## src/rtl/seg7_pkg.sv

```systemverilog
// seg7_pkg -- shared constants and types for the 8-digit seven-segment scanner.
//
// Contents:
//   NUM_DIGITS   number of multiplexed digits on the display
//   PRESC_W      width of the per-digit prescaler (covers CLK_DIV up to 2^20)
//   SEG_0..SEG_F active-low {g,f,e,d,c,b,a} patterns for hex digits
//   SEG_BLANK    all segments off
package seg7_pkg;

  localparam int NUM_DIGITS = 8;
  localparam int PRESC_W    = 20;

  typedef logic [3:0] nibble_t;
  typedef logic [6:0] seg_t;
  typedef logic [2:0] digit_idx_t;

  localparam seg_t SEG_0 = 7'h40;
  localparam seg_t SEG_1 = 7'h79;
  localparam seg_t SEG_2 = 7'h24;
  localparam seg_t SEG_3 = 7'h30;
  localparam seg_t SEG_4 = 7'h19;
  localparam seg_t SEG_5 = 7'h12;
  localparam seg_t SEG_6 = 7'h02;
  localparam seg_t SEG_7 = 7'h78;
  localparam seg_t SEG_8 = 7'h00;
  localparam seg_t SEG_9 = 7'h10;
  localparam seg_t SEG_A = 7'h08;
  localparam seg_t SEG_B = 7'h03;
  localparam seg_t SEG_C = 7'h46;
  localparam seg_t SEG_D = 7'h21;
  localparam seg_t SEG_E = 7'h06;
  localparam seg_t SEG_F = 7'h0E;

  localparam seg_t SEG_BLANK = 7'h7F;

endpackage

```

## src/rtl/seg7_decode.sv

```systemverilog
// seg7_decode -- combinational hex nibble to active-low seven-segment decoder.
//
// Ports:
//   nibble_i  [3:0]  hex value to show
//   seg_o     [6:0]  active-low segment pattern {g,f,e,d,c,b,a}
module seg7_decode
  import seg7_pkg::*;
(
  input  logic [3:0] nibble_i,
  output logic [6:0] seg_o
);

  // Straight lookup of the hex glyph table; every nibble value is covered.
  always_comb begin
    seg_o = SEG_BLANK;
    case (nibble_i)
      4'h0: seg_o = SEG_0;
      4'h1: seg_o = SEG_1;
      4'h2: seg_o = SEG_2;
      4'h3: seg_o = SEG_3;
      4'h4: seg_o = SEG_4;
      4'h5: seg_o = SEG_5;
      4'h6: seg_o = SEG_6;
      4'h7: seg_o = SEG_7;
      4'h8: seg_o = SEG_8;
      4'h9: seg_o = SEG_9;
      4'hA: seg_o = SEG_A;
      4'hB: seg_o = SEG_B;
      4'hC: seg_o = SEG_C;
      4'hD: seg_o = SEG_D;
      4'hE: seg_o = SEG_E;
      4'hF: seg_o = SEG_F;
    endcase
  end

endmodule

```

## src/rtl/seg7_scan.sv

```systemverilog
// seg7_scan -- time-multiplexed driver for an 8-digit common-anode display.
//
// Each digit is lit for CLK_DIV clocks; a full frame is 8*CLK_DIV clocks.
// din is copied into a shadow register only when the digit index wraps
// 7->0, so one frame never mixes two din values.
//
// Ports:
//   clk         system clock, rising edge
//   rst_n       asynchronous active-low reset
//   din  [31:0] value to display, 8 hex nibbles (digit 0 = bits 3:0)
//   an   [7:0]  active-low digit anode enables
//   seg  [6:0]  active-low segments {g,f,e,d,c,b,a}
//   dp          decimal point, active-low, always off (1)
//   frame_tick  one-cycle pulse the cycle after each shadow reload
//
// Configuration:
//   SEG7_LZB_EN  when defined, digits above the most significant nonzero
//                nibble of the shadow are blanked (digit 0 always shown).
module seg7_scan
  import seg7_pkg::*;
#(
  parameter int CLK_DIV = 50000
) (
  input  logic        clk,
  input  logic        rst_n,
  input  logic [31:0] din,
  output logic [7:0]  an,
  output logic [6:0]  seg,
  output logic        dp,
  output logic        frame_tick
);

  localparam logic [PRESC_W-1:0] DIV_MAX = PRESC_W'(CLK_DIV - 1);

  logic [PRESC_W-1:0]    presc_q, presc_d;
  digit_idx_t            idx_q, idx_d;
  logic [31:0]           shadow_q, shadow_d;
  logic                  frame_q, frame_d;
  logic [NUM_DIGITS-1:0] an_q, an_d;
  seg_t                  seg_q;
  seg_t                  dec_seg;
  nibble_t               cur_nib;
  logic                  tick;
  logic                  wrap;
  logic                  blank;

  // Prescaler, digit index and frame reload. The shadow is only touched on
  // the tick that takes the index from 7 back to 0.
  always_comb begin
    tick     = (presc_q == DIV_MAX);
    wrap     = tick && (idx_q == 3'd7);
    presc_d  = tick ? '0 : presc_q + PRESC_W'(1);
    idx_d    = tick ? idx_q + 3'd1 : idx_q;
    shadow_d = wrap ? din : shadow_q;
    frame_d  = wrap;
    cur_nib  = shadow_q[{idx_q, 2'b00} +: 4];
  end

`ifdef SEG7_LZB_EN
  digit_idx_t msd;

  // Find the most significant nonzero nibble; digits above it stay dark.
  always_comb begin
    msd = '0;
    for (int i = 1; i < NUM_DIGITS; i++) begin
      if (shadow_q[4*i +: 4] != 4'h0) msd = digit_idx_t'(i);
    end
    blank = (idx_q > msd);
  end
`else
  assign blank = 1'b0;
`endif

  // One-hot active-low anode for the current slot.
  always_comb begin
    an_d = blank ? '1 : ~(NUM_DIGITS'(1) << idx_q);
  end

  seg7_decode u_decode (
    .nibble_i (cur_nib),
    .seg_o    (dec_seg)
  );

  // All scan state and the display outputs are registered; outputs follow
  // the index/shadow with one cycle of latency.
  always_ff @(posedge clk or negedge rst_n) begin
    if (!rst_n) begin
      presc_q  <= '0;
      idx_q    <= '0;
      shadow_q <= '0;
      frame_q  <= 1'b0;
      an_q     <= '1;
      seg_q    <= SEG_BLANK;
    end else begin
      presc_q  <= presc_d;
      idx_q    <= idx_d;
      shadow_q <= shadow_d;
      frame_q  <= frame_d;
      an_q     <= an_d;
      seg_q    <= dec_seg;
    end
  end

  assign an         = an_q;
  assign seg        = seg_q;
  assign dp         = 1'b1;
  assign frame_tick = frame_q;

endmodule

```

## config.mk

```make
export PLATFORM = sky130hd
export DESIGN_NAME = seg7_scan
export DESIGN_NICKNAME = d
export VERILOG_FILES = /design/src/rtl/seg7_pkg.sv /design/src/rtl/seg7_decode.sv /design/src/rtl/seg7_scan.sv
export SDC_FILE = /design/constraint.sdc
export NUM_CORES = 1
export LEC_CHECK = 0
export ABC_AREA = 0
export CAP_MARGIN = 20
export CORE_MARGIN = 10
export CORE_UTILIZATION = 45
export CTS_CLUSTER_DIAMETER = 50
export DETAILED_ROUTE_END_ITERATION = 10
export PLACE_DENSITY = 0.76
export SETUP_SLACK_MARGIN = 0.15
export SLEW_MARGIN = 20
export SYNTH_ARGS = -nofsm -noshare
export SYNTH_HDL_FRONTEND = slang
export SYNTH_SLANG_ARGS = --single-unit
export TNS_END_PERCENT = 5
```

## constraint.sdc

```tcl
create_clock -name clk -period 2.6 [get_ports clk]
set_input_delay 0.52 -clock clk [delete_from_list [all_inputs] [get_ports clk]]
set_output_delay 0.52 -clock clk [all_outputs]
set_load 0.005 [all_outputs]
```

# Yosys cells after proc, flatten, opt, wreduce, memory -nomap -nowiden
# Memory sizes are Yosys's and may differ from the RTL's. A register that Yosys moved wholly into a read port is not among the register bits.
# Index checks and enable logic that the tools add are counted.
totals:
  regBits: 64
  romBits: 112
  inputBits: 34
  output_inout_bits: 17
  word_cells: 16
  n_memories: 1
classes:
  add_sub_neg: 2
  eq_ne: 2
  shift: 2
  muxes: 1
  bitwise: 1
  reduce_logical: 2
memory_table:
  columns: ["name", "depth", "width", "rd", "rd_ports_with_merged_regs", "wr", "line_no", "text"]
  rows:
  - ["(name not given)", 16, 7, 1, 1, 0, "seg7_decode.sv:16", "case (nibble_i)"]
op_table:
  columns: ["op", "count"]
  rows:
  - ["32-bit by 6-bit variable part select with 4-bit output", 1]
  - ["20-bit by 1-bit adder with 20-bit output, second input constant", 1]
  - ["20-bit by 16-bit == test with 1-bit output, second input constant", 1]
  - ["20-bit 2-to-1 mux", 1]
  - ["8-bit NOT", 1]
  - ["1-bit by 3-bit << shifter with 8-bit output, first input constant", 1]
  - ["3-bit by 1-bit adder with 3-bit output, second input constant", 1]
  - ["3-bit == test, second input constant", 1]
  - ["1-bit logical AND", 1]
  - ["1-bit zero test", 1]

# Longest topological paths before layout
depth:
  ltp_word: 2
  mapped_depth: 8

# Hierarchy
# Synthesis repeated with hierarchy kept, for this count alone.
unflattened:
  hier_cells: 254
  area_unflattened_um2: 3465.8
by_module_without_submodules:
  columns: ["module", "n_inst", "cells_per_inst", "area_per_inst_um2", "seq_area_each_um2"]
  rows:
  - ["seg7_scan", 1, 222, 3190.6, 1795.5]
  - ["seg7_decode", 1, 32, 275.3, 0.0]

# Least setup slack after synthesis
# OpenSTA, ideal clock, no wires.
synth_path:
  kind: "register to register"
  from: "register idx_q[0]"
  to: "register seg_q[4], in the netlist seg[4]"
  setup_time_ps: 79
  arrival_ps: 2171
  required_ps: 2521
  path_slack_ps: 350
  path_stages_with_launch: 8
  path_buffers: 1
  path_cell_list: "dfrtp_1 -> buf_2 -> mux4_2 -> mux2i_1 -> inv_1 -> ha_1 -> mux2_2 -> o21ai_0"
synth_between:
  elab_chain_cells: 1
synth_rtl:
  columns: ["item", "line_no", "text"]
  rows:
  - ["start: declaration", "seg7_scan.sv:36", "digit_idx_t idx_q, idx_d;"]
  - ["start signal: assignment", "seg7_scan.sv:96", "idx_q <= idx_d;"]
  - ["32-bit by 6-bit variable part select with 4-bit output", "seg7_scan.sv:56", "cur_nib = shadow_q[{idx_q, 2'b00} +: 4];"]
  - ["end: declaration", "seg7_scan.sv:40", "seg_t seg_q;"]
# Every way passes these cells.
# A chain may end at the register's enable or synchronous reset.

# Final worst setup path
layout_path:
  from: "register presc_q[0]"
  to: "register shadow_q[4]"
layout_between:
  elab_chain_cells: 2
layout_rtl:
  columns: ["item", "line_no", "text"]
  rows:
  - ["start: declaration", "seg7_scan.sv:35", "logic [PRESC_W-1:0] presc_q, presc_d;"]
  - ["start signal: assignment", "seg7_scan.sv:95", "presc_q <= presc_d;"]
  - ["20-bit by 16-bit == test with 1-bit output", "seg7_scan.sv:50", "tick = (presc_q == DIV_MAX);"]
  - ["1-bit logical AND", "seg7_scan.sv:51", "wrap = tick && (idx_q == 3'd7);"]
  - ["end signal: assignment", "seg7_scan.sv:97", "shadow_q <= shadow_d;"]
  - ["end: declaration", "seg7_scan.sv:37", "logic [31:0] shadow_q, shadow_d;"]
# Every way passes these cells.

==> summary.txt <==
GLOBAL ROUTE
-------------------------------------------------------------------------------------
GR met1 Demand/Resource                                                         0.148
Met3 capacity usage during global routing                                      0.0269
Via count of the first global-routing pass                                      2,185
First-pass GRT wire length                                               10,800 microns
Antenna violations before repair                                                    0
Largest net degree at the start of global routing                                  72
GRT Total Usage                                                                 0.116
Met2 global-route usage                                                         0.180
Gr busiest metal                                                                 met2
Remaining Overflow, GRT                                                             0

CLOCK NETWORK
-------------------------------------------------------------------------------------
Maximum level of the CTS H-tree                                                     3
Root buffer cell                                                             clkbuf_8
# resized after CTS                                                                 0
Setup Fix Bufs, Post-CTS                                                            0
Count of hold-fix buffers inserted at cts                                           0
Clock transition at the registers of the reported paths                       0.07 ns
Clock Latency Late Sink                                                       0.34 ns
Clock tree from TritonCTS                                                       built
Maximum number of buffers from clock root to sink                                   2
Total clock buffers created by CTS                                                  9
CTS Sinks                                                                          71

FINAL LAYOUT
-------------------------------------------------------------------------------------
ANT cells                                                                           0
Top library cells by usage in the layout, fill and taps aside            dfrtp_1 (56), clkdlybuf4s50_1 (48), mux2_4 (30)
Final Net Count                                                                   347
Fill cell instance count of the final layout                                      584
Layout Utilization                                                              0.576
Layout Area Growth over Synthesis                                               22.6%
Fraction of layout instances using a drive strength above 1                     0.294
Most frequent standard cell in the layout excluding fill and tap cells        dfrtp_1

POWER
-------------------------------------------------------------------------------------
Overall power                                                                 2.31 mW
Leakage                                                                       1.91 nW
Worst IR drop on VDD                                                           307 uV
Power density over the cells                                              544 mW/mm^2

TIMING
-------------------------------------------------------------------------------------
Highest clock frequency the design can meet                                   437 MHz
Shortest clock period the worst path allows after layout                      2.29 ns
Final Max Tran Viols                                                                0
Max-slew headroom                                                               0.606
Fraction of the cycle the final worst path needs                                0.881
Setup repair after global routing missed its margin                             false
Number of setup violations in the final report                                      0
Number of failing hold endpoints at the final stage                                 0
Worst-case clock skew                                                       0.0103 ns
Measured slew at the worst slew-check pin                                    0.591 ns
Total negative slack                                                             0 ns

SYNTH
-------------------------------------------------------------------------------------
Number of enable flip-flop cells after synthesis                                    0
Share of synthesized flip-flops with an asynchronous set or reset                1.00
Yosys warning total                                                                 0
Count of state elements after synthesis                                            71
Post-Synthesis Cell Area                                                 0.00346 sq mm
Most instantiated flip-flop cell in the synthesis netlist                     dfrtp_1
Synthesized net count                                                             290
Average size of a mapped cell                                              14.2 sq um
Distinct cell type count after synthesis                                           43
Gate Count Post-Synth                                                             244
Sequential cell area fraction in the yosys report                               0.519

ROUTING
-------------------------------------------------------------------------------------
Violation count after the first detailed-routing iteration                        100
Number of nets still failing antenna checks after routing                           0
Post-detailed-route via-to-cell ratio                                            5.04
Wire length reported by the detailed router                              6270 microns
Overall via count from detail_route                                             2,040
Routed wirelength normalized by instance count                           15.5 microns
Detailed-route DRC error count                                                      0
First-pass detailed-route iteration total                                           4

JOB
-------------------------------------------------------------------------------------
Max-cap violations                                                                  0

WORST SETUP PATH
-------------------------------------------------------------------------------------
Critical path endpoint category                                             flip-flop
Data arrival at the endpoint of the critical path                             2.52 ns
Element type at the critical path start                                     flip-flop
Required time at the endpoint of the critical path                            2.83 ns
Worst setup path class                                                     reg -> reg
Critical path peak fanout                                                          32

PLACED DESIGN
-------------------------------------------------------------------------------------
PortBufs                                                                           49
Half-perimeter wire length after detailed placement                      4550 microns
GPL Wtd Cong                                                                    0.790

FLOORPLANNING
-------------------------------------------------------------------------------------
Area of the die                                                          0.0116 sq mm
Chip Width                                                                108 microns
Height of the die                                                         108 microns
Core Region                                                              0.00737 sq mm
Boundary Pins                                                                      51
Starting density of the core                                                    0.469
Row cnt                                                                            31

STATUS
-------------------------------------------------------------------------------------
Status                                                                   complete, no violations

MIN PATH
-------------------------------------------------------------------------------------
Classification of the worst-slack hold path                               in -> async

final timing paths:
| kind | start | end | slack [ns] | depth (start not counted) |
|---|---|---|---|---|
| setup / recovery | presc_q[0] | shadow_q[4] | 0.31 | 5 |
| hold / removal | rst_n | shadow_q[29] | 0.18 | 2 |
| setup reg to reg | presc_q[0] | shadow_q[4] | 0.31 | 5 |
| hold reg to reg | presc_q[19] | presc_q[19] | 0.48 | 1 |
| max in group asynchronous | rst_n | an[3] | 2.07 | 2 |
| min in group clk | presc_q[19] | presc_q[19] | 0.48 | 1 |
per-layer routing:
metal  part of all wire  vias to the layer above
li1                   -                      970
met1               0.47                     1011
met2               0.46                       49
met3              0.049                       10
met4              0.019                        0
met5                  0                        -
through the flow:
| stage | setup slack (ns) | area, sq um | hold slack (ns) | instances |
|---|---|---|---|---|
| CTS | 0.211 | 4240 | 0.194 | 405 |
| global placement | 0.291 | 4030 | 0.455 | 389 |
| global route | 0.190 | 4240 | 0.193 | 405 |
| floorplan | 0.350 | 3460 | 0.224 | 244 |
| detailed placement | 0.230 | 4030 | 0.465 | 389 |
| finish | 0.311 | 4240 | 0.180 | 405 |
report_power, final:
part | leakage [nW] | switching (mW) | internal (mW)
Combinational | 0.950 | 0.0655 | 0.121
Clock | 0.110 | 0.396 | 0.564
Sequential | 0.851 | 0.0167 | 1.15
Total | 1.91 | 0.478 | 1.83
cell usage after synthesis, types with 3 or more instances:
library cell,instances,share of area
dfrtp_1,56,0.41
mux2_4,30,0.13
dfstp_2,15,0.11
ha_1,12,0.043
nand2_1,12,0.013
xnor2_1,11,0.028
inv_1,10,0.011
nand3_1,10,0.014
mux2i_1,8,0.023
mux4_2,8,0.052
nor2_1,7,0.0076
xor2_1,7,0.018
mux2_2,6,0.020
nor4_1,5,0.0090
buf_12,3,0.017
clkbuf_1,3,0.0033
nor3_1,3,0.0043
o21ai_0,3,0.0043
cell families after synthesis:
logic type | count (synthesis) | share of synthesized area
buf+inv | 22 | 0.0448
flops | 71 | 0.519
compound gates | 10 | 0.0192
mux | 54 | 0.235
other cells | 1 | 0.00108
fa+ha+maj | 12 | 0.0434
xor+xnor | 18 | 0.0456
simple gates | 56 | 0.0915
flip-flops by register name, summed over array words and instances, names as in the netlist:
signal / cells
frame_tick: 1
an: 8
seg: 7
shadow_q: 32
presc_q: 20
idx_q: 3
critical path, stage by stage, from the launching register on:
cell and delay (ns):
dfrtp_1 0.39, ha_1 0.21, and3_1 0.34, nand3_4 0.11
or4_4 0.71, mux2_4 0.39
layout make-up:
cell class,count,area (sq um),area share
flip-flops and latches,71,1800,0.423
inverters,11,41.3,0.00973
multi-input cells,151,1510,0.356
repair buffers,57,558,0.132
clock inverters,4,70.1,0.0165
well taps,99,124,0.0292
clock buffers,12,145,0.0342
(Power assumes the default switching activity.)
